[config.mk]
export PLATFORM = sky130hd
export DESIGN_NAME = pipe_hazard_ctrl
export DESIGN_NICKNAME = d
export VERILOG_FILES = /design/src/rtl/pipe_hazard_ctrl.sv
export SDC_FILE = /design/constraint.sdc
export NUM_CORES = 1
export LEC_CHECK = 0
export CAP_MARGIN = 20
export CORE_ASPECT_RATIO = 0.8
export CORE_MARGIN = 2
export CORE_UTILIZATION = 45
export DETAILED_ROUTE_END_ITERATION = 10
export GPL_TIMING_DRIVEN = 0
export HOLD_SLACK_MARGIN = 0.08
export PLACE_DENSITY = 0.76
export SLEW_MARGIN = 20
export SYNTH_ARGS = -nofsm -noshare
export SYNTH_HDL_FRONTEND = slang
export SYNTH_SLANG_ARGS = --single-unit
[constraint.sdc]
create_clock -name clock -period 3.4 [get_ports clock]
set_input_delay 0.51 -clock clock [delete_from_list [all_inputs] [get_ports clock]]
set_output_delay 0.51 -clock clock [all_outputs]
set_load 0.005 [all_outputs]
[src/rtl/pipe_hazard_ctrl.sv]
// pipe_hazard_ctrl: hazard and forwarding controller that sits beside the ID-stage control unit.
// It keeps its own pipeline of destination tags for the DEPTH stages after ID (1=EXE, 2=MEM, 3=WB...).
// From those tags it produces the operand forwarding selects, load-use stalls and the stage-1 bubble.
// It also holds a scoreboard for one multi-cycle MUL/DIV unit whose result arrives MD_LAT cycles after issue.
//
// Ports:
//   clock, resetn           rising-edge clock, asynchronous active-low reset
//   id_valid, flush         ID holds an instruction / the ID instruction is killed (taken branch/jump)
//   id_rs, id_rt            source registers; id_use_rs and id_use_rt say whether each one is read
//   id_wreg, id_m2reg       ID instruction writes the register file / ID instruction is a load
//   id_rn, id_md_start      destination register / ID instruction issues a MUL/DIV into id_rn
//   fwda, fwdb              0 = register file, k = result of stage k (rs and rt respectively)
//   fwda_ld, fwdb_ld        the selected stage-k entry is a load, so the memory data is muxed
//   wpcir                   0 = hold the PC and the IF/ID register (stall)
//   bubble                  stage-1 tag loaded invalid this cycle
//   md_busy, md_done, md_rn MUL/DIV in flight / one-cycle result-ready pulse / in-flight destination
//   stall_cnt               only when HAZ_PERF_CNT_EN is defined: saturating count of stall cycles
//
// Configuration macro: HAZ_PERF_CNT_EN (adds the stall_cnt port and counter).
// fwd*, fwd*_ld, wpcir, bubble and md_busy are combinational; md_done and md_rn come from flops.
module pipe_hazard_ctrl #(
    parameter int unsigned REG_AW = 5,
    parameter int unsigned DEPTH  = 2,
    parameter int unsigned MD_LAT = 4,
    localparam int unsigned FW    = $clog2(DEPTH + 1)
) (
    input  logic              clock,
    input  logic              resetn,
    input  logic              id_valid,
    input  logic              flush,
    input  logic [REG_AW-1:0] id_rs,
    input  logic [REG_AW-1:0] id_rt,
    input  logic              id_use_rs,
    input  logic              id_use_rt,
    input  logic              id_wreg,
    input  logic              id_m2reg,
    input  logic [REG_AW-1:0] id_rn,
    input  logic              id_md_start,
    output logic [FW-1:0]     fwda,
    output logic              fwda_ld,
    output logic [FW-1:0]     fwdb,
    output logic              fwdb_ld,
    output logic              wpcir,
    output logic              bubble,
    output logic              md_busy,
    output logic              md_done,
    output logic [REG_AW-1:0] md_rn
`ifdef HAZ_PERF_CNT_EN
    ,
    output logic [31:0]       stall_cnt
`endif
);

    localparam int unsigned CW = 4;

    logic [DEPTH-1:0]  tag_v_q, tag_v_d;
    logic [DEPTH-1:0]  tag_wreg_q, tag_wreg_d;
    logic [DEPTH-1:0]  tag_m2reg_q, tag_m2reg_d;
    logic [REG_AW-1:0] tag_rn_q [DEPTH];
    logic [REG_AW-1:0] tag_rn_d [DEPTH];

    logic [CW-1:0]     md_cnt_q, md_cnt_d;
    logic [REG_AW-1:0] md_rn_q, md_rn_d;
    logic              md_done_q, md_done_d;

    logic              lu_a, lu_b;
    logic              md_raw, md_waw, md_str;
    logic              stall, fire;

    // Lowest matching stage wins; a stage-1 load cannot be forwarded and flags load-use instead.
    // Result packing: {load_use, sel_is_load, sel}.
    function automatic logic [FW+1:0] pick_fwd(input logic use_r, input logic [REG_AW-1:0] r);
        logic [FW+1:0] res;
        res = '0;
        for (int i = int'(DEPTH) - 1; i >= 0; i--) begin
            if (use_r && (r != '0) && tag_v_q[i] && tag_wreg_q[i] && (tag_rn_q[i] == r)) begin
                if (i == 0) begin
                    res = tag_m2reg_q[0] ? {1'b1, 1'b0, FW'(0)} : {1'b0, 1'b0, FW'(1)};
                end else begin
                    res = {1'b0, tag_m2reg_q[i], FW'(i + 1)};
                end
            end
        end
        return res;
    endfunction

    // Forwarding selects, stall decision and bubble.
    always_comb begin
        {lu_a, fwda_ld, fwda} = pick_fwd(id_use_rs, id_rs);
        {lu_b, fwdb_ld, fwdb} = pick_fwd(id_use_rt, id_rt);

        md_busy = (md_cnt_q != '0);
        md_raw  = md_busy && ((id_use_rs && (id_rs != '0) && (id_rs == md_rn_q)) ||
                              (id_use_rt && (id_rt != '0) && (id_rt == md_rn_q)));
        md_waw  = md_busy && (id_wreg || id_md_start) && (id_rn == md_rn_q);
        md_str  = md_busy && id_md_start;

        // A flush kills the ID instruction, so it never stalls.
        stall  = id_valid && !flush && (lu_a || lu_b || md_raw || md_waw || md_str);
        wpcir  = !stall;
        fire   = id_valid && !flush && !stall;
        bubble = !(fire && id_wreg);
    end

    // Tag pipeline shift and MUL/DIV scoreboard next state.
    always_comb begin
        tag_v_d     = {tag_v_q[DEPTH-2:0], 1'b0};
        tag_wreg_d  = {tag_wreg_q[DEPTH-2:0], 1'b0};
        tag_m2reg_d = {tag_m2reg_q[DEPTH-2:0], 1'b0};
        tag_rn_d[0] = '0;
        for (int i = 1; i < int'(DEPTH); i++) begin
            tag_rn_d[i] = tag_rn_q[i-1];
        end
        if (fire && id_wreg) begin
            tag_v_d[0]     = 1'b1;
            tag_wreg_d[0]  = 1'b1;
            tag_m2reg_d[0] = id_m2reg;
            tag_rn_d[0]    = id_rn;
        end

        md_cnt_d = md_cnt_q;
        md_rn_d  = md_rn_q;
        if (fire && id_md_start) begin
            md_cnt_d = CW'(MD_LAT - 1);
            md_rn_d  = id_rn;
        end else if (md_cnt_q != '0) begin
            md_cnt_d = md_cnt_q - CW'(1);
        end
        // Registered so the pulse lands in the cycle the count has reached zero.
        md_done_d = (md_cnt_q == CW'(1));
    end

    always_ff @(posedge clock or negedge resetn) begin
        if (!resetn) begin
            tag_v_q     <= '0;
            tag_wreg_q  <= '0;
            tag_m2reg_q <= '0;
            for (int i = 0; i < int'(DEPTH); i++) begin
                tag_rn_q[i] <= '0;
            end
            md_cnt_q  <= '0;
            md_rn_q   <= '0;
            md_done_q <= 1'b0;
        end else begin
            tag_v_q     <= tag_v_d;
            tag_wreg_q  <= tag_wreg_d;
            tag_m2reg_q <= tag_m2reg_d;
            for (int i = 0; i < int'(DEPTH); i++) begin
                tag_rn_q[i] <= tag_rn_d[i];
            end
            md_cnt_q  <= md_cnt_d;
            md_rn_q   <= md_rn_d;
            md_done_q <= md_done_d;
        end
    end

    assign md_done = md_done_q;
    assign md_rn   = md_rn_q;

`ifdef HAZ_PERF_CNT_EN
    logic [31:0] stall_cnt_q, stall_cnt_d;

    // Saturating count of cycles where wpcir is low.
    always_comb begin
        stall_cnt_d = stall_cnt_q;
        if (stall && (stall_cnt_q != '1)) begin
            stall_cnt_d = stall_cnt_q + 32'd1;
        end
    end

    always_ff @(posedge clock or negedge resetn) begin
        if (!resetn) begin
            stall_cnt_q <= '0;
        end else begin
            stall_cnt_q <= stall_cnt_d;
        end
    end

    assign stall_cnt = stall_cnt_q;
`endif

endmodule

==> results of run 1 <==
cells by family (layout without fill, tap and decap cells):
family	count (synthesis)	after routing	share of synthesized area, %
AOI/OAI and AO/OA	8	8	4.304
buffers and inverters	6	49	2.289
DFF	24	24	43.96
and+or+nand+nor	40	40	17.49
xor gates and xnor gates	37	37	23.72
adders and majority gates	3	3	2.748
muxes	5	5	5.494
what timing repair did:
action | CTS | global route
hold endpoints to repair | 0 | 0
endpoints found under the setup margin | 2 | 3
resized for setup | 8 | 6
pin swaps | 1 | 0
setup buffers | 1 | 0
sequential cells by signal (all words and copies together), names as in the netlist:
register	cells
tag_rn_d	5
tag_v_q	1
tag_wreg_q	1
md_rn	5
tag_m2reg_q	2
tag_rn_q	5
md_cnt_q	4
md_done	1
final cells by class:
class                           instances  share of cell area [%]
Multi-Input combinational cell         93                   39.81
Sequential cell                        24                   31.75
Timing Repair Buffer                   39                   20.50
Tap cell                               38                   2.513
Clock buffer                            3                   2.183
Clock inverter                          1                   1.587
Buffer                                  2                  0.8598
Inverter                                4                  0.7937
Yosys cell counts:
master	count	area share, %
o21ai_1	1	0.37
a21boi_0	1	0.55
inv_1	4	1.1
buf_6	1	0.82
o21ai_2	1	0.64
or3_1	2	0.92
nor3_1	2	0.73
a21o_1	1	0.55
and2_1	10	4.6
ha_1	3	2.7
o211ai_1	1	0.55
or4_4	1	0.82
o21ai_0	1	0.37
buf_2	1	0.37
nand4_1	4	1.8
nor4_1	5	2.3
a211o_1	1	0.64
and4_1	2	1.3
nor2b_1	1	0.46
xor2_1	14	9.0
a31o_2	1	0.64
xnor2_1	23	15
nor2_1	6	1.6
dfrtp_1	24	44
nand2_1	4	1.1
or4_1	1	0.55
nand4b_1	2	1.3
mux2_4	5	5.5
per-layer routing:
metal / track usage, % / share of wire [%]
met5: 0 / 0
met4: 7.639 / 2.3
met2: 38.10 / 49
met3: 5.106 / 4.7
met1: 26.48 / 44
worst paths after layout:
check	startpoint	endpoint	slack, ns	cells past startpoint
max	id_rt[1]	bubble	0.19	8
min	resetn	tag_rn_d[3]	0.20	1
max reg2reg	md_cnt_q[0]	md_rn[4]	1.05	9
min reg2reg	tag_wreg_q[0]	tag_v_q[1]	0.42	0
max in group asynchronous	resetn	md_rn[0]	2.84	1
min in group clock	tag_wreg_q[0]	tag_v_q[1]	0.42	0
stage by stage:
step           std cells  TNS (ns)  hold WS [ns]
6_report             204         0        0.2049
3_5_place_dp         199   -0.6232        0.3961
5_1_grt              204         0        0.2462
2_1_floorplan        123         0        0.2144
4_1_cts              204         0        0.4191
3_3_place_gp         199   -0.5888        0.3869
power by group:
| part | total [mW] | switching [mW] | internal [mW] |
|---|---|---|---|
| clock | 0.252 | 0.0946 | 0.158 |
| sequential | 0.421 | 0.0758 | 0.346 |
| combinational | 0.390 | 0.159 | 0.231 |
| total | 1.06 | 0.330 | 0.734 |
==> flow_summary.ini, run 1 <==
[yosys]
synth_cells = 123
ys.warnings.count = 0
synth_nets = 150
synth_area_sq_um = 1366
yosysSeqAreaShare_pct = 43.96
netlist-cell-type-count = 28
avgSynthCellArea_sq_um = 11.11
synth_seq_cells = 24

[critical_path]
critPathKind = input pin to output pin
crit_path_top_delay_cell = or4_4
worstPathCellList = dlygate4sd2_1 -> or4_4 -> o21ai_2 -> nor4_1 -> a211o_1 -> nor3_4 -> inv_1 -> clkdlybuf4s50_1
slowest_delay_ns = 0.56
end_kind = output pin
crit_family = simple AND/OR/NAND/NOR gates
worst-path-buf-inv = 3
worstPathRequired_ns = 2.89
crit_fanout = 4
critPathArrivalTime_ns = 2.70
start_kind = input pin

[clock_network]
cts_max_path_buffers = 2
cts_root_buf = clkbuf_8
worstSkewPairLatency_ns = 0.27
cts_buffers = 3
clock-sinks = 24
clk_pin_slew_ns = 0.09
cts_hold_buf = 0
cts_max_level = 1
cts_tree = yes

[routing]
wl_um = 3377
ant_nets = 0
drc_errors = 0
via_per_inst = 5.348
wl_per_cell_um = 16.55
drt_iter0_markers = 19
vias = 1091
first_pass_iters = 4

[power]
totalPowerFinal_mw = 1.064
ir_drop_mv = 0.4789
p_per_area_nw_per_um2 = 562.4
p_leak_nw = 0.8567

[run]
drv_cap = 0

[finish]
nets = 194
multi_input_area_sq_um = 753.2
final_common_cell = clkdlybuf4s50_1
regArea_sq_um = 600.6
final_cell_mix = clkdlybuf4s50_1, dfrtp_1, xnor2_1
utilization_pct = 66.87
num_antenna_cells = 0
drive_gt1_share_pct = 11.45
area_delta_synth_final_pct = 38.46
design_area_sq_um = 1892
fillers = 223

[die]
core-area_sq_um = 2829
start_util_pct = 48.30
die_y_um = 53.29
ioPinCount = 39
die_x_um = 65.61
die-area_sq_um = 3496
core.rowCount = 17

[timing]
rsz0062_at_grt = false
skew_ns = 0.005833
finalHoldViolCount = 0
period_needed_ns = 3.211
fmax_mhz = 311.4
timing_worst_slew_pin_value_ns = 0.5333
slew_violations = 0
finalSetupViolCount = 0
setup_ws_ns = 0.1892
slew_headroom_pct = 64.44
period_share_pct = 94.44

[global_route]
antenna_found_initial = 0
grt_pass1_vias = 1164
grt_overflow_total = 0
grt_pass1_wl_um = 5533
grt_max_degree = 25
track_usage_pct = 21.76

[outcome]
status = finished, final reports clean

[placement]
pre_cts_ws_ns = -0.5638
io_buffer_count = 38
gp_congestion = 0.7809
placed_area_sq_um = 1794
post-dp-hpwl_um = 2502

[min_path]
hold_path.class = input pin to asynchronous set/reset pin
No activity file was read; power rests on OpenSTA's default activity.
==> run 2: changes to the inputs <==
GPL_TIMING_DRIVEN = unset   (was 0)
==> run 2 against run 1 <==
  * Sequential share of layout area barely moved
  * Worst setup slack got worse by 0.072 ns
  * Power fell by 9.9%
  * Routed wire length fell by 10%
  * Clock-buffer cell count did not move
  * Critical endpoint is now wpcir
  * Hold slack improved by 0.020 ns
  * Highest routed layer unchanged
  * Die area did not move
  * Final cell count rose by 2.0%
  * Critical path type unchanged
  * Non-clock buffer count rose by 5
  * Clock power fell by 38%
  * Sequential cell count did not move
==> flow_summary.ini, run 2 (same netlist as run 1, synthesis figures left out) <==
[power]
ir_drop_mv = 0.3414
pwr-share-seq_pct = 44.1
clkPwrFrac_pct = 16.3
p_leak_nw = 0.8306
p_per_area_nw_per_um2 = 506.7
power.internal_mw = 0.6585
combPwrFrac_pct = 39.6
switching_share_pct = 31.35
p_switching_mw = 0.3007

[die]
ioPinCount = 39
core.rowCount = 17
die_y_um = 53.29
start_util_pct = 48.30
die_x_um = 65.61
die-area_sq_um = 3496
core-area_sq_um = 2829

[timing]
skew_ns = 0.001413
fmax_mhz = 304.6
slew_violations = 0
timing_worst_slew_pin_value_ns = 0.5265
slew_headroom_pct = 64.90
period_share_pct = 96.55
rsz0062_at_grt = false
finalSetupTns_ns = 0
finalSetupViolCount = 0
period_needed_ns = 3.283
finalHoldViolCount = 0

[critical_path]
end_kind = output pin
critPathArrivalTime_ns = 2.77
start_kind = input pin
crit_fanout = 3
worstPathRequired_ns = 2.89
critPathKind = input pin to output pin

[routing]
top_layer_used = met4
met1_length_um = 1416
wl_per_cell_um = 14.54
ant_nets = 0
vias = 1051
via_per_inst = 5.053
first_pass_iters = 4
wl_met2_um = 1426
met3_length_um = 153
drc_errors = 0
drt_iter0_markers = 34
wl_um = 3024

[finish]
drive_gt1_share_pct = 12.94
final_common_cell = clkdlybuf4s50_1
final_cell_mix = clkdlybuf4s50_1, dfrtp_1, xnor2_1
nets = 199
utilization_pct = 66.92
fillers = 233
area_delta_synth_final_pct = 38.55
num_antenna_cells = 0

[global_route]
grt_pass1_wl_um = 5106
grt_pass1_vias = 1102
grt_overflow_total = 0
antenna_found_initial = 0
grt_max_degree = 25
track_usage_pct = 19.78

[clock_network]
cts_hold_buf = 0
clk_pin_slew_ns = 0.07
clock-sinks = 24
cts_root_buf = clkbuf_8
cts_tree = yes
cts_max_level = 1
cts_buffers = 3
worstSkewPairLatency_ns = 0.25
cts_max_path_buffers = 2

[placement]
io_buffer_count = 38
post-dp-hpwl_um = 2419
gp_congestion = 0.8142

[outcome]
status = finished, final reports clean

[run]
drv_cap = 0

[min_path]
hold_path.class = input pin to asynchronous set/reset pin
-- run 2: changes by cell type in the layout (fill, tap and decap cells not counted), sizes merged --
cell | before | now
dlymetal6s2s | 4 | 1
bufinv | 1 | 0
buf | 4 | 9
clkdlybuf4s50 | 29 | 36
dlygate4sd2 | 4 | 0
-- run 2: routing by layer --
| metal | vias up | track usage [%] |
|---|---|---|
| li1 | 514 | - |
| met1 | 501 | 26.77 |
| met2 | 34 | 32.99 |
| met3 | 2 | 2.766 |
| met4 | 0 | 6.250 |
| met5 | - | 0 |
-- run 2: worst max-delay path, cell delays in order --
cell             delay, ns
clkdlybuf4s50_1       0.44
or4_4                 0.56
o21ai_4               0.17
nor4_1                0.09
a211o_1               0.32
o21ai_1               0.16
clkdlybuf4s50_1       0.53
-- run 2: power groups by stage --
stage          registers, mW  clock network (mW)  logic (mW)
2_1_floorplan          0.412                   0       0.226
3_5_place_dp           0.428                   0       0.378
3_3_place_gp           0.423                   0       0.366
5_1_grt                0.435               0.171       0.420
6_report               0.423               0.157       0.380
4_1_cts                0.423               0.163       0.384
-- run 2: final cells by class --
| type | instances | area (sq um) | share of cell area, % |
|---|---|---|---|
| repair buffers | 46 | 437.9 | 23.13 |
| well taps | 38 | 47.55 | 2.512 |
| inverters | 4 | 15.01 | 0.7931 |
| flip-flops and latches | 24 | 600.6 | 31.72 |
| clock buffers | 3 | 41.29 | 2.181 |
| multi-input cells | 93 | 750.7 | 39.66 |
-- run 2: path summary, 6_finish.rpt --
check / from / end / slack (ns) / cells after the start
max in group asynchronous: resetn / tag_rn_q[1] / 2.82 / 1
setup / recovery: id_rt[1] / wpcir / 0.12 / 7
setup reg to reg: md_cnt_q[0] / md_rn[1] / 0.99 / 7
hold / removal: resetn / tag_rn_d[3] / 0.23 / 1
min in group clock: tag_wreg_q[0] / tag_v_q[1] / 0.43 / 0
hold reg to reg: tag_wreg_q[0] / tag_v_q[1] / 0.43 / 0
-- run 2: repair_timing --
action	CTS	global route
endpoints found under the setup margin	0	3
resized for setup	0	6
setup buffers	0	0
-- run 2: through the flow --
| stage | power [mW] | hold WS [ns] | setup WS, ns | cells | instance area [sq um] |
|---|---|---|---|---|---|
| after floorplan | 0.6386 | 0.2144 | 0.8948 | 123 | 1366 |
| after global placement | 0.7889 | 0.4037 | 0.07210 | 205 | 1838 |
| after detailed placement | 0.8053 | 0.4065 | 0.06801 | 205 | 1838 |
| after CTS | 0.9698 | 0.4238 | 0.05939 | 208 | 1879 |
| after global routing | 1.026 | 0.2580 | 0.004952 | 208 | 1893 |
| final | 0.9592 | 0.2253 | 0.1173 | 208 | 1893 |
==> run 3: changes to the inputs <==
CORE_UTILIZATION = 23   (was 45)
PLACE_DENSITY = unset   (was 0.76)
==> run 3 against run 2 <==
  * First-iteration DRC count is 29% higher
  * Power grew 4.2%
  * Sequential share of layout area shrank 1.6 points
  * Critical path depth increased by 2
  * Clock skew increased by 0.0042 ns
  * Utilization shrank 33 points
  * Sequential cell count stayed put
  * Clock power grew 22%
==> flow_summary.ini, run 3 (same netlist as run 1, synthesis figures left out) <==
[timing]
finalSetupViolCount = 0
period_needed_ns = 3.323
slew_headroom_pct = 64.06
period_share_pct = 97.74
setup_ws_ns = 0.07692
slew_violations = 0
fmax_mhz = 300.9
finalSetupTns_ns = 0
skew_ns = 0.005612
rsz0062_at_grt = false
timing_worst_slew_pin_value_ns = 0.5391
finalHoldViolCount = 0
hold_ws_ns = 0.2228

[routing]
vias = 1047
ant_nets = 0
drc_errors = 0
wl_um = 3370
wl_per_cell_um = 13.11
first_pass_iters = 4
via_per_inst = 4.074
drt_iter0_markers = 44

[die]
core.rowCount = 25
die_y_um = 72.94
core-area_sq_um = 5818
die-area_sq_um = 6577
ioPinCount = 39
die_x_um = 90.17
start_util_pct = 23.48

[finish]
drive_gt1_share_pct = 15.91
nets = 204
num_antenna_cells = 0
area_delta_synth_final_pct = 45.97
final_common_cell = clkdlybuf4s50_1
final_cell_mix = clkdlybuf4s50_1, dfrtp_1, xnor2_1
fillers = 615
utilization_pct = 34.28

[power]
p_per_area_nw_per_um2 = 501.3
ir_drop_mv = 0.1879
p_leak_nw = 0.8540

[clock_network]
cts_root_buf = clkbuf_8
cts_max_path_buffers = 2
clk_pin_slew_ns = 0.08
clock-sinks = 24
cts_buffers = 3
post-cts-setup-buffers = 0
cts_max_level = 1
cts_tree = yes
worstSkewPairLatency_ns = 0.26

[placement]
gp_congestion = 0.8255
pre_cts_ws_ns = -0.05957
post-dp-hpwl_um = 2751
io_buffer_count = 38

[critical_path]
critPathArrivalTime_ns = 2.81
end_kind = output pin
reg2reg_depth = 8
worstPathRequired_ns = 2.89
cp_common_cell = clkdlybuf4s50_1
worstPathCellList = clkdlybuf4s50_1 -> buf_4 -> xor2_1 -> nor4_1 -> nand4b_1 -> a21boi_0 -> nor3_2 -> inv_1 -> clkdlybuf4s50_1
crit_fanout = 3
worst-path-buf-inv = 4
start_kind = input pin
crit_path_top_delay_cell = clkdlybuf4s50_1
worst-path-stages = 9
crit_family = buffers and inverters
slowest_delay_ns = 0.49
critPathKind = input pin to output pin

[global_route]
antenna_found_initial = 0
grt_overflow_total = 0
track_usage_pct = 10.58
grt_pass1_vias = 1090
grt_max_degree = 25
grt_pass1_wl_um = 5554

[run]
drv_cap = 0

[outcome]
status = finished, final reports clean

[min_path]
hold_path.class = input pin to asynchronous set/reset pin
==> run 3: changes by cell type in the layout (fill, tap and decap cells not counted), sizes merged <==
cell	previous run	this run
buf	9	14
dlygate4sd2	0	1
dlymetal6s2s	1	0
clkbuf	3	4
==> run 3: timing repair <==
item                                    in CTS  in global routing
hold buffers                                 0                  0
endpoints found under the setup margin       2                  0
resized for setup                            4                  0
==> run 3: path summary, 6_finish.rpt <==
path                                     from     endpoint  slack (ns)
worst max-delay path                 id_rs[2]       bubble        0.08
worst min-delay path                   resetn      md_done        0.22
worst max register to register    md_cnt_q[0]     md_rn[1]        0.84
worst min register to register  tag_wreg_q[0]   tag_v_q[1]        0.43
max in group asynchronous              resetn  tag_rn_d[1]        2.82
min in group clock              tag_wreg_q[0]   tag_v_q[1]        0.43
==> run 3: cell type report <==
class                      instances  area (sq um)  area share, %
multi-input combinational         93         750.7          37.64
sequential                        24         600.6          30.11
timing repair buffer              51         471.7          23.65
tap                               81         101.3          5.082
clock buffer                       4         55.05          2.760
inverter                           4         15.01         0.7528
==> run 3: stage by stage <==
step	power, mW	cells	instance area (sq um)
5_1_grt	1.068	257	1994
6_report	0.9999	257	1994
3_3_place_gp	0.8096	253	1929
2_1_floorplan	0.6386	123	1366
4_1_cts	1.013	257	1999
3_5_place_dp	0.8151	253	1929
==> run 3: where the power goes <==
group          switching [mW]  internal, mW  leakage (nW)  total [mW]
Clock                  0.0887         0.103        0.0288       0.192
Combinational           0.150         0.238         0.511       0.388
Sequential             0.0738         0.346         0.314       0.420
Total                   0.313         0.687         0.854        1.00
==> run 3: layer usage <==
metal  vias up  global-route usage (%)  share of wire [%]  routed length [um]
met5         -                       0                  0                   0
met4         0                   3.077                1.0                  34
met3         2                   1.653                4.7                 158
met2        32                   16.04                 42                1406
met1       490                   15.68                 53                1771
li1        523                       -                  -                   -
